===== config.mk =====
export PLATFORM = sky130hd
export DESIGN_NAME = axis_multi_frame_buffer
export DESIGN_NICKNAME = d
export VERILOG_FILES = /design/src/rtl/axis_fb_pkg.sv /design/src/rtl/axis_fb_frame_mem.sv /design/src/rtl/axis_multi_frame_buffer.sv
export SDC_FILE = /design/constraint.sdc
export NUM_CORES = 2
export LEC_CHECK = 0
export CAP_MARGIN = 20
export CORE_MARGIN = 1
export CORE_UTILIZATION = 45
export DETAILED_ROUTE_END_ITERATION = 8
export HOLD_SLACK_MARGIN = 0.1
export PLACE_DENSITY = 0.58
export SYNTH_ARGS = -nofsm -noshare
export SYNTH_HDL_FRONTEND = slang
export SYNTH_SLANG_ARGS = --single-unit

===== constraint.sdc =====
create_clock -name aclk -period 14.8 [get_ports aclk]
set_input_delay 4.44 -clock aclk [delete_from_list [all_inputs] [get_ports aclk]]
set_output_delay 4.44 -clock aclk [all_outputs]
set_load 0.01 [all_outputs]

===== src/rtl/axis_fb_pkg.sv =====
// Shared definitions for the multi-frame AXI-Stream buffer.
//   - writer FSM state encoding
//   - default parameter values
//   - width helpers (index/slot/count widths derived with $clog2)
package axis_fb_pkg;

    typedef enum logic [1:0] {
        W_SOF     = 2'd0,
        W_BODY    = 2'd1,
        W_DISCARD = 2'd2,
        W_DROP    = 2'd3
    } wr_state_e;

    localparam int DEF_DATA_WIDTH  = 32;
    localparam int DEF_TID_WIDTH   = 8;
    localparam int DEF_FRAME_DEPTH = 16;
    localparam int DEF_NUM_FRAMES  = 4;

    // Width of an index into n entries; never narrower than one bit.
    function automatic int idx_width(input int n);
        return (n < 2) ? 1 : $clog2(n);
    endfunction

    // Width of a counter that must reach n inclusive.
    function automatic int cnt_width(input int n);
        return $clog2(n + 1);
    endfunction

endpackage


===== src/rtl/axis_fb_frame_mem.sv =====
// Frame slot storage: NUM_FRAMES x FRAME_DEPTH entries of {tlast, tid, data}
// plus one truncated flag per slot.
//   aclk                      clock
//   wr_en_i / wr_slot_i / wr_idx_i / wr_data_i / wr_tid_i / wr_last_i
//                             synchronous beat write port
//   flag_we_i / flag_i        synchronous write of the slot truncated flag
//   rd_slot_i / rd_idx_i      asynchronous read address
//   rd_data_o / rd_tid_o / rd_last_o / rd_flag_o   read data
// Contents are intentionally not reset.
module axis_fb_frame_mem
    import axis_fb_pkg::*;
#(
    parameter int DATA_WIDTH  = DEF_DATA_WIDTH,
    parameter int TID_WIDTH   = DEF_TID_WIDTH,
    parameter int FRAME_DEPTH = DEF_FRAME_DEPTH,
    parameter int NUM_FRAMES  = DEF_NUM_FRAMES,
    parameter int IDX_W       = idx_width(FRAME_DEPTH),
    parameter int SLOT_W      = idx_width(NUM_FRAMES)
) (
    input  logic                  aclk,
    input  logic                  wr_en_i,
    input  logic [SLOT_W-1:0]     wr_slot_i,
    input  logic [IDX_W-1:0]      wr_idx_i,
    input  logic [DATA_WIDTH-1:0] wr_data_i,
    input  logic [TID_WIDTH-1:0]  wr_tid_i,
    input  logic                  wr_last_i,
    input  logic                  flag_we_i,
    input  logic                  flag_i,
    input  logic [SLOT_W-1:0]     rd_slot_i,
    input  logic [IDX_W-1:0]      rd_idx_i,
    output logic [DATA_WIDTH-1:0] rd_data_o,
    output logic [TID_WIDTH-1:0]  rd_tid_o,
    output logic                  rd_last_o,
    output logic                  rd_flag_o
);

    logic [DATA_WIDTH-1:0] data_q [NUM_FRAMES][FRAME_DEPTH];
    logic [TID_WIDTH-1:0]  tid_q  [NUM_FRAMES][FRAME_DEPTH];
    logic                  last_q [NUM_FRAMES][FRAME_DEPTH];
    logic                  flag_q [NUM_FRAMES];

    always_ff @(posedge aclk) begin
        if (wr_en_i) begin
            data_q[wr_slot_i][wr_idx_i] <= wr_data_i;
            tid_q[wr_slot_i][wr_idx_i]  <= wr_tid_i;
            last_q[wr_slot_i][wr_idx_i] <= wr_last_i;
        end
        if (flag_we_i) begin
            flag_q[wr_slot_i] <= flag_i;
        end
    end

    assign rd_data_o = data_q[rd_slot_i][rd_idx_i];
    assign rd_tid_o  = tid_q[rd_slot_i][rd_idx_i];
    assign rd_last_o = last_q[rd_slot_i][rd_idx_i];
    assign rd_flag_o = flag_q[rd_slot_i];

endmodule


===== src/rtl/axis_multi_frame_buffer.sv =====
// Store-and-forward AXI-Stream buffer holding up to NUM_FRAMES whole frames
// of up to FRAME_DEPTH beats in a ring of slots. A frame is visible on the
// master side only once its tlast beat has been written.
//   aclk, aresetn            clock, synchronous active-low reset
//   s_axis_*                 slave stream (tdata, tvalid, tready, tlast, tid)
//   m_axis_*                 master stream (tdata, tvalid, tready, tlast, tid,
//                            tuser = truncated flag on the tlast beat)
//   frame_count              committed frames currently held
//   drop_pulse / trunc_pulse high during the tlast handshake of a dropped /
//                            truncated frame
//
// Writer states:
//   state     | meaning
//   W_SOF     | waiting for the first beat of a frame
//   W_BODY    | storing beats into the current slot
//   W_DISCARD | slot full, discarding until tlast (which overwrites the last entry)
//   W_DROP    | frame arrived while full (drop mode), discarding until tlast
module axis_multi_frame_buffer
    import axis_fb_pkg::*;
#(
    parameter int DATA_WIDTH     = DEF_DATA_WIDTH,
    parameter int TID_WIDTH      = DEF_TID_WIDTH,
    parameter int FRAME_DEPTH    = DEF_FRAME_DEPTH,
    parameter int NUM_FRAMES     = DEF_NUM_FRAMES,
    parameter bit DROP_WHEN_FULL = 1'b0
) (
    input  logic                              aclk,
    input  logic                              aresetn,
    input  logic [DATA_WIDTH-1:0]             s_axis_tdata,
    input  logic                              s_axis_tvalid,
    output logic                              s_axis_tready,
    input  logic                              s_axis_tlast,
    input  logic [TID_WIDTH-1:0]              s_axis_tid,
    output logic [DATA_WIDTH-1:0]             m_axis_tdata,
    output logic                              m_axis_tvalid,
    input  logic                              m_axis_tready,
    output logic                              m_axis_tlast,
    output logic [TID_WIDTH-1:0]              m_axis_tid,
    output logic                              m_axis_tuser,
    output logic [$clog2(NUM_FRAMES+1)-1:0]   frame_count,
    output logic                              drop_pulse,
    output logic                              trunc_pulse
);

    localparam int IDX_W  = idx_width(FRAME_DEPTH);
    localparam int SLOT_W = idx_width(NUM_FRAMES);
    localparam int CNT_W  = cnt_width(NUM_FRAMES);
    localparam logic [IDX_W-1:0] LAST_IDX = IDX_W'(FRAME_DEPTH - 1);
    localparam logic [CNT_W-1:0] FULL_CNT = CNT_W'(NUM_FRAMES);

    wr_state_e          state_q, state_d;
    logic [SLOT_W-1:0]  wr_slot_q, wr_slot_d;
    logic [SLOT_W-1:0]  rd_slot_q, rd_slot_d;
    logic [IDX_W-1:0]   w_idx_q, w_idx_d;
    logic [IDX_W-1:0]   r_idx_q, r_idx_d;
    logic [CNT_W-1:0]   count_q, count_d;

    logic               full;
    logic               s_hs;
    logic               m_hs;
    logic               commit;
    logic               release_slot;
    logic               mem_we;
    logic [IDX_W-1:0]   mem_idx;
    logic               mem_last;
    logic               trunc_flag;
    logic               rd_last;
    logic               rd_flag;

    assign full = (count_q == FULL_CNT);

    // The in-progress frame never needs a free-slot check mid-frame: count_q
    // holds committed frames only, so a frame started below full keeps its slot.
    assign s_axis_tready = aresetn && (DROP_WHEN_FULL || !full || (state_q == W_DROP));
    assign s_hs          = s_axis_tvalid && s_axis_tready;

    always_comb begin
        state_d     = state_q;
        w_idx_d     = w_idx_q;
        wr_slot_d   = wr_slot_q;
        mem_we      = 1'b0;
        mem_idx     = w_idx_q;
        mem_last    = s_axis_tlast;
        commit      = 1'b0;
        trunc_flag  = 1'b0;
        drop_pulse  = 1'b0;
        trunc_pulse = 1'b0;

        unique case (state_q)
            W_SOF: begin
                if (s_hs) begin
                    if (DROP_WHEN_FULL && full) begin
                        // Drop is decided here only; a single-beat frame ends at once.
                        if (s_axis_tlast) begin
                            drop_pulse = 1'b1;
                        end else begin
                            state_d = W_DROP;
                        end
                    end else begin
                        mem_we  = 1'b1;
                        mem_idx = '0;
                        if (s_axis_tlast) begin
                            commit = 1'b1;
                        end else begin
                            state_d = W_BODY;
                            w_idx_d = IDX_W'(1);
                        end
                    end
                end
            end
            W_BODY: begin
                if (s_hs) begin
                    mem_we = 1'b1;
                    if (s_axis_tlast) begin
                        commit  = 1'b1;
                        state_d = W_SOF;
                        w_idx_d = '0;
                    end else if (w_idx_q == LAST_IDX) begin
                        state_d = W_DISCARD;
                    end else begin
                        w_idx_d = w_idx_q + IDX_W'(1);
                    end
                end
            end
            W_DISCARD: begin
                if (s_hs && s_axis_tlast) begin
                    mem_we      = 1'b1;
                    mem_idx     = LAST_IDX;
                    mem_last    = 1'b1;
                    trunc_flag  = 1'b1;
                    trunc_pulse = 1'b1;
                    commit      = 1'b1;
                    state_d     = W_SOF;
                    w_idx_d     = '0;
                end
            end
            W_DROP: begin
                if (s_hs && s_axis_tlast) begin
                    drop_pulse = 1'b1;
                    state_d    = W_SOF;
                end
            end
            default: state_d = W_SOF;
        endcase

        if (commit) begin
            wr_slot_d = wr_slot_q + SLOT_W'(1);
        end
    end

    assign m_axis_tvalid = (count_q != '0);
    assign m_hs          = m_axis_tvalid && m_axis_tready;
    assign release_slot  = m_hs && rd_last;

    always_comb begin
        r_idx_d   = r_idx_q;
        rd_slot_d = rd_slot_q;
        if (m_hs) begin
            if (rd_last) begin
                r_idx_d   = '0;
                rd_slot_d = rd_slot_q + SLOT_W'(1);
            end else begin
                r_idx_d = r_idx_q + IDX_W'(1);
            end
        end
    end

    always_comb begin
        unique case ({commit, release_slot})
            2'b10:   count_d = count_q + CNT_W'(1);
            2'b01:   count_d = count_q - CNT_W'(1);
            default: count_d = count_q;
        endcase
    end

    always_ff @(posedge aclk) begin
        if (!aresetn) begin
            state_q   <= W_SOF;
            wr_slot_q <= '0;
            rd_slot_q <= '0;
            w_idx_q   <= '0;
            r_idx_q   <= '0;
            count_q   <= '0;
        end else begin
            state_q   <= state_d;
            wr_slot_q <= wr_slot_d;
            rd_slot_q <= rd_slot_d;
            w_idx_q   <= w_idx_d;
            r_idx_q   <= r_idx_d;
            count_q   <= count_d;
        end
    end

    axis_fb_frame_mem #(
        .DATA_WIDTH  (DATA_WIDTH),
        .TID_WIDTH   (TID_WIDTH),
        .FRAME_DEPTH (FRAME_DEPTH),
        .NUM_FRAMES  (NUM_FRAMES),
        .IDX_W       (IDX_W),
        .SLOT_W      (SLOT_W)
    ) u_mem (
        .aclk      (aclk),
        .wr_en_i   (mem_we),
        .wr_slot_i (wr_slot_q),
        .wr_idx_i  (mem_idx),
        .wr_data_i (s_axis_tdata),
        .wr_tid_i  (s_axis_tid),
        .wr_last_i (mem_last),
        .flag_we_i (commit),
        .flag_i    (trunc_flag),
        .rd_slot_i (rd_slot_q),
        .rd_idx_i  (r_idx_q),
        .rd_data_o (m_axis_tdata),
        .rd_tid_o  (m_axis_tid),
        .rd_last_o (rd_last),
        .rd_flag_o (rd_flag)
    );

    assign m_axis_tlast = rd_last;
    assign m_axis_tuser = rd_last && rd_flag;
    assign frame_count  = count_q;

endmodule

# == Word level (Yosys, flattened, before mapping) ==
# Memory sizes are Yosys's and may differ from the RTL's. A register that Yosys moved wholly into a read port is not among the register bits.
# Cells that the tools add are included.
# classes
eq_ne,14
magnitude_cmp,3
addsub,6
n_reduce_logical,18
n_bitwise,2
n_mux,58
# op_table
op,n
two-way mux 512 bit,1
binary-select mux 32 bit (select 4 bit),1
demux 32 bit (select 4 bit),1
two-way mux 128 bit,1
two-way mux 32 bit,3
two-way mux 4 bit,9
binary-select mux 8 bit (select 4 bit),1
demux 8 bit (select 4 bit),1
two-way mux 2 bit,14
two-way mux 8 bit,3
two-way mux 16 bit,1
two-way mux 1 bit,14
case mux 4 bit (3 select lines),1
">= comparator 5 bit, second input constant",2
NOT 4 -> 5 bit,2
"adder 4 x 1 -> 4 bit, second input constant",2
"inequality test 2 bit, second input constant",4
case mux 4 bit (2 select lines),1
logical AND 1 bit,7
"== test 2 bit, second input constant",3
"inequality test 3 bit, second input constant",2
case mux 2 bit (3 select lines),1
case mux 3 bit (2 select lines),1
AND reduction 6 bit,1
other kinds (19),24
# totals
mem_bits_rw,2628
output_inout_bits,49
input_bits,45
register_bits,17
wordCells,111
memories,4
# mem_list
memory,depth,word_bits,read_ports,rd_clocked_by_memory_dff,write_ports,line,text
u_mem.data_q,4,512,1,1,1,axis_fb_frame_mem.sv:37,logic [DATA_WIDTH-1:0] data_q [NUM_FRAMES][FRAME_DEPTH];
u_mem.tid_q,4,128,1,1,1,axis_fb_frame_mem.sv:38,logic [TID_WIDTH-1:0] tid_q [NUM_FRAMES][FRAME_DEPTH];
u_mem.last_q,4,16,1,1,1,axis_fb_frame_mem.sv:39,logic last_q [NUM_FRAMES][FRAME_DEPTH];
u_mem.flag_q,4,1,1,1,1,axis_fb_frame_mem.sv:40,logic flag_q [NUM_FRAMES];

# == Logic depth before layout (Yosys ltp) ==
# logic_depth
depth_word,14
ltp_mapped,16
depth_no_buf,12

# == Hierarchy ==
# From an unflattened synthesis, not the netlist that was laid out.
# unflattened
hier_cells,4336
hier_area_um2,100352.5
# by_module_without_submodules
module,cells_per_inst,area_per_inst_um2,n_inst,seq_area_each_um2
axis_fb_frame_mem,4196,99190.1,1,78915.7
axis_multi_frame_buffer,140,1162.4,1,340.3

# == Worst setup path after synthesis ==
# OpenSTA, ideal clock, no wires.
# synth_path
kind,input-to-output
from,input s_axis_tvalid
to,output drop_pulse
t_required_ps,10360
stages,5
t_arrival_ps,5156
n_path_buf,1
path_slack_ps,5204
path_cell_list,and2_1 -> clkbuf_1 -> and2_1 -> nand2_1 -> nor2_1
# synth_between
elab_chain_cells,4
# synth_lines
element,line,text
"start, declared",axis_multi_frame_buffer.sv:30,"input logic s_axis_tvalid,"
logical AND 1 bit,axis_multi_frame_buffer.sv:75,assign s_hs = s_axis_tvalid && s_axis_tready;
logical AND 1 bit,axis_multi_frame_buffer.sv:138,if (s_hs && s_axis_tlast) begin
two-way mux 1 bit,axis_multi_frame_buffer.sv:138,
two-way mux 1 bit,axis_multi_frame_buffer.sv:89,unique case (state_q)
"end, declared",axis_multi_frame_buffer.sv:41,"output logic drop_pulse,"
# Every way passes these cells.

# == Final worst setup path ==
# layout_path
from,input aresetn
to,output trunc_pulse
# layout_between
elab_chain_cells,5
# layout_lines
element,line,text
"start, declared",axis_multi_frame_buffer.sv:28,"input logic aresetn,"
logical AND 1 bit,axis_multi_frame_buffer.sv:74,assign s_axis_tready = aresetn && (DROP_WHEN_FULL || !full || (state_q == W_DROP));
logical AND 1 bit,axis_multi_frame_buffer.sv:75,
logical AND 1 bit,axis_multi_frame_buffer.sv:126,if (s_hs && s_axis_tlast) begin
two-way mux 1 bit,axis_multi_frame_buffer.sv:126,
two-way mux 1 bit,axis_multi_frame_buffer.sv:89,
"end, declared",axis_multi_frame_buffer.sv:42,output logic trunc_pulse
# Every way passes these cells.

==> run_results.csv <==
group,metric,value,unit
critical_path,crit_top_cell,"clkdlybuf4s50_1",
power_and_ir_drop,p_int,0.0123,W
worst_hold_path,hold_depth,2,
global_routing,grt_max_degree,131,
clock_tree,post_cts_buffers,0,
clock_tree,clk_pin_slew_worst_paths,60,ps
final_layout,nNetsFinal,4350,
routing,wl_per_cell,37.4,um
power_and_ir_drop,power_density,135,mW/mm2
routing,dr.pass1.iters,5,
timing,setup_viol,0,
critical_path,cpPeakStageDelay,720,ps
synthesis,synth_nets,4036,
floorplanning,initial_core_util,45.3,%
power_and_ir_drop,p_clk_share,43.0,%
synthesis,syn_inst,3979,
place,port_buffers,93,
routing,vias_per_cell,6.25,
floorplanning,die_h,476,um
clock_tree,cts_max_level,5,
global_routing,grt_overflow,0,
timing,rsz0062_at_grt,"no",
timing,clock_skew,30.0,ps
synthesis,syn_area,0.101,mm2
outcome,status,"finished clean",
synthesis,yosysUniqueCellTypes,57,
floorplanning,core,0.223,mm2
timing,worst_slack,3820,ps
timing,holdWs,482,ps
power_and_ir_drop,switching_share,20.2,%
global_routing,grt_pass1_vias,46600,
critical_path,r2r_end,"frame_count[2]$_SDFFE_PN0P_",
critical_path,worstPathRequired,10360,ps
clock_tree,cts_inserted_buffers,288,
power_and_ir_drop,peakVddDrop,0.0876,mV
synthesis,ys_seq_area_share,78.5,%
critical_path,worstPathArrival,6540,ps
power_and_ir_drop,sequentialPowerShare,53.5,%
worst_hold_path,hold_path_class,"reg -> reg",
global_routing,grt_pass1_wl,383000,um
worst_hold_path,worstHoldStart,"rd_slot_q[1]$_SDFFE_PN0N_",
global_routing,antenna_found_initial,37,
timing,final.min_clock_period,10980,ps
floorplanning,die_width,476,um
synthesis,ys_ff_latch,2647,
timing,tns,0,ps
clock_tree,clk_path_buf_depth,4,
routing,wl,279000,um
floorplanning,num_rows,173,
routing,num_vias,46700,
clock_tree,postCtsHoldBufs,0,
critical_path,reg2regPathDepth,14,
routing,drtIter0Drc,5769,
routing,drc,0,
synthesis,synth-edff-count,2628,
timing,max_clock_freq,0.0911,GHz
place,place_hpwl,143000,um
routing,ant_nets,0,
final_layout,drive_gt1_share,32.8,%
synthesis,ys_warn_count,0,
critical_path,rrSetupSlack,9640,ps
power_and_ir_drop,pwr-share-comb,3.5,%
place,pre_cts_ws,3750,ps
synthesis,synth_flop_cell,"edfxtp_1",
timing,worst_slew_pin_slew,1120,ps
timing,layout_worst_path_cycle_share,74.2,%
critical_path,critPathLaunchType,"input port",
power_and_ir_drop,p_switching,0.00312,W
critical_path,critPathCaptureType,"output pin",
critical_path,crit_chain,"clkdlybuf4s50_1 > and2_1 > nand2_1 > nor2_1 > clkdlybuf4s50_1",
floorplanning,die-area,0.226,mm2
clock_tree,cts_tree,"done",
synthesis,syn_avg_cell_area,25.4,um2
critical_path,crit_fanout,12,
clock_tree,clk_latency,910,ps
place,finalWeightedCongestion,0.772,
timing,final_hold_viol_count,0,
critical_path,critPathSlowestCell,"clkdlybuf4s50_1",
global_routing,grtUsageTotal,24.9,%
final_layout,syn_to_final_growth,13.7,%
clock_tree,clockRootBuffer,"clkbuf_16",
clock_tree,clock_sinks,2647,
synthesis,async_flop_share,0,%
clock_tree,post_cts_resized,0,
timing,slew_violations,0,
timing,slew-limit-headroom,24.7,%
power_and_ir_drop,power.leakage,34.3,nW
run,maxCapViolations,0,
final_layout,postLayoutCoreUtil,51.5,%
critical_path,critPathKind,"in -> out",
critical_path,critPathLaunch,"aresetn",
floorplanning,ios,94,
## sequential cells by signal (all words and copies together) (netlist names), named ones only
signal / cells
rd_slot_q: 2
u_mem.last_q: 64
wr_slot_q: 2
w_idx_q: 4
u_mem.data_q: 2048
u_mem.flag_q: 4
state_q: 2
u_mem.tid_q: 512
r_idx_q: 4
frame_count: 3
## power by group through the flow
stage | sequential, W | clock [W] | combinational (W)
6_report | 0.00827 | 0.00664 | 0.000543
2_1_floorplan | 0.00842 | 0 | 0.000300
5_1_grt | 0.00827 | 0.00702 | 0.000579
3_3_place_gp | 0.00843 | 0 | 0.000541
4_1_cts | 0.00827 | 0.00675 | 0.000550
3_5_place_dp | 0.00843 | 0 | 0.000550
## layer usage
layer | part of all wire, % | vias to the layer above | GRT usage, %
li1 | - | 18100 | -
met1 | 41 | 26200 | 34.9
met2 | 50 | 1942 | 40.9
met3 | 7.0 | 479 | 4.13
met4 | 2.7 | 8 | 6.39
met5 | 0.021 | - | 0
## layout make-up
class | count | area (um2)
clock inverter | 119 | 826
clock buffer | 369 | 7700
inverter | 23 | 96.3
multi-input combinational | 1096 | 21100
sequential | 2647 | 79300
timing repair buffer | 237 | 2030
fill | 17000 | 108000
antenna | 7 | 17.5
tap | 2975 | 3720
## logic make-up after synthesis
family / after synthesis / synth area share [%]
flops: 2647 / 78.5
mux: 868 / 19.2
buf+inv: 236 / 0.992
simple gates: 166 / 0.809
compound gates: 46 / 0.311
fa+ha+maj: 12 / 0.156
xor+xnor: 4 / 0.0347
## cells in the mapped netlist (7+ instances only)
cell type / number / area share, %
edfxtp_1: 2628 / 78
nor3_1: 46 / 0.23
a21oi_1: 8 / 0.040
nand3_1: 8 / 0.040
mux4_2: 853 / 19
buf_2: 69 / 0.34
inv_1: 17 / 0.063
o21ai_0: 8 / 0.040
ha_1: 11 / 0.14
nor2_1: 47 / 0.17
nand2_1: 26 / 0.097
and2_1: 7 / 0.043
dfxtp_1: 19 / 0.38
clkbuf_1: 111 / 0.41
buf_1: 28 / 0.10
mux2i_1: 10 / 0.099
## worst max path at each step
stage	endpoint	slack [ps]	cells after the start
3_5_place_dp	trunc_pulse	3750	4
6_report	trunc_pulse	3820	5
3_3_place_gp	trunc_pulse	3860	4
2_1_floorplan	drop_pulse	5200	5
5_1_grt	trunc_pulse	3670	5
4_1_cts	trunc_pulse	3760	4
## stage by stage
step	instances	cell area, um2	total power [W]
global route	7468	115000	0.0159
global placement	6971	106000	0.00897
detailed placement	6971	106000	0.00898
CTS	7459	115000	0.0156
floorplan	3979	101000	0.00872
finish	7473	115000	0.0155
## layout by cell type (no fill, tap or decap), types with 23 or more instances in the layout
cell | netlist | final
nor2_1 | 47 | 23
buf_2 | 69 | 41
clkinv_1 | 4 | 64
nor2_4 | 0 | 24
clkbuf_1 | 111 | 72
edfxtp_1 | 2628 | 2628
nor3_2 | 0 | 40
mux4_2 | 853 | 853
clkdlybuf4s50_1 | 0 | 52
clkinv_2 | 0 | 39
nand2_1 | 26 | 26
buf_4 | 2 | 126
clkbuf_16 | 0 | 297
## critical path: cells and delay by family
family                 cells  cell delay (ps)
buffers and inverters      2             1320
AND/OR/NAND/NOR            3              770
(Power assumes the default switching activity.)
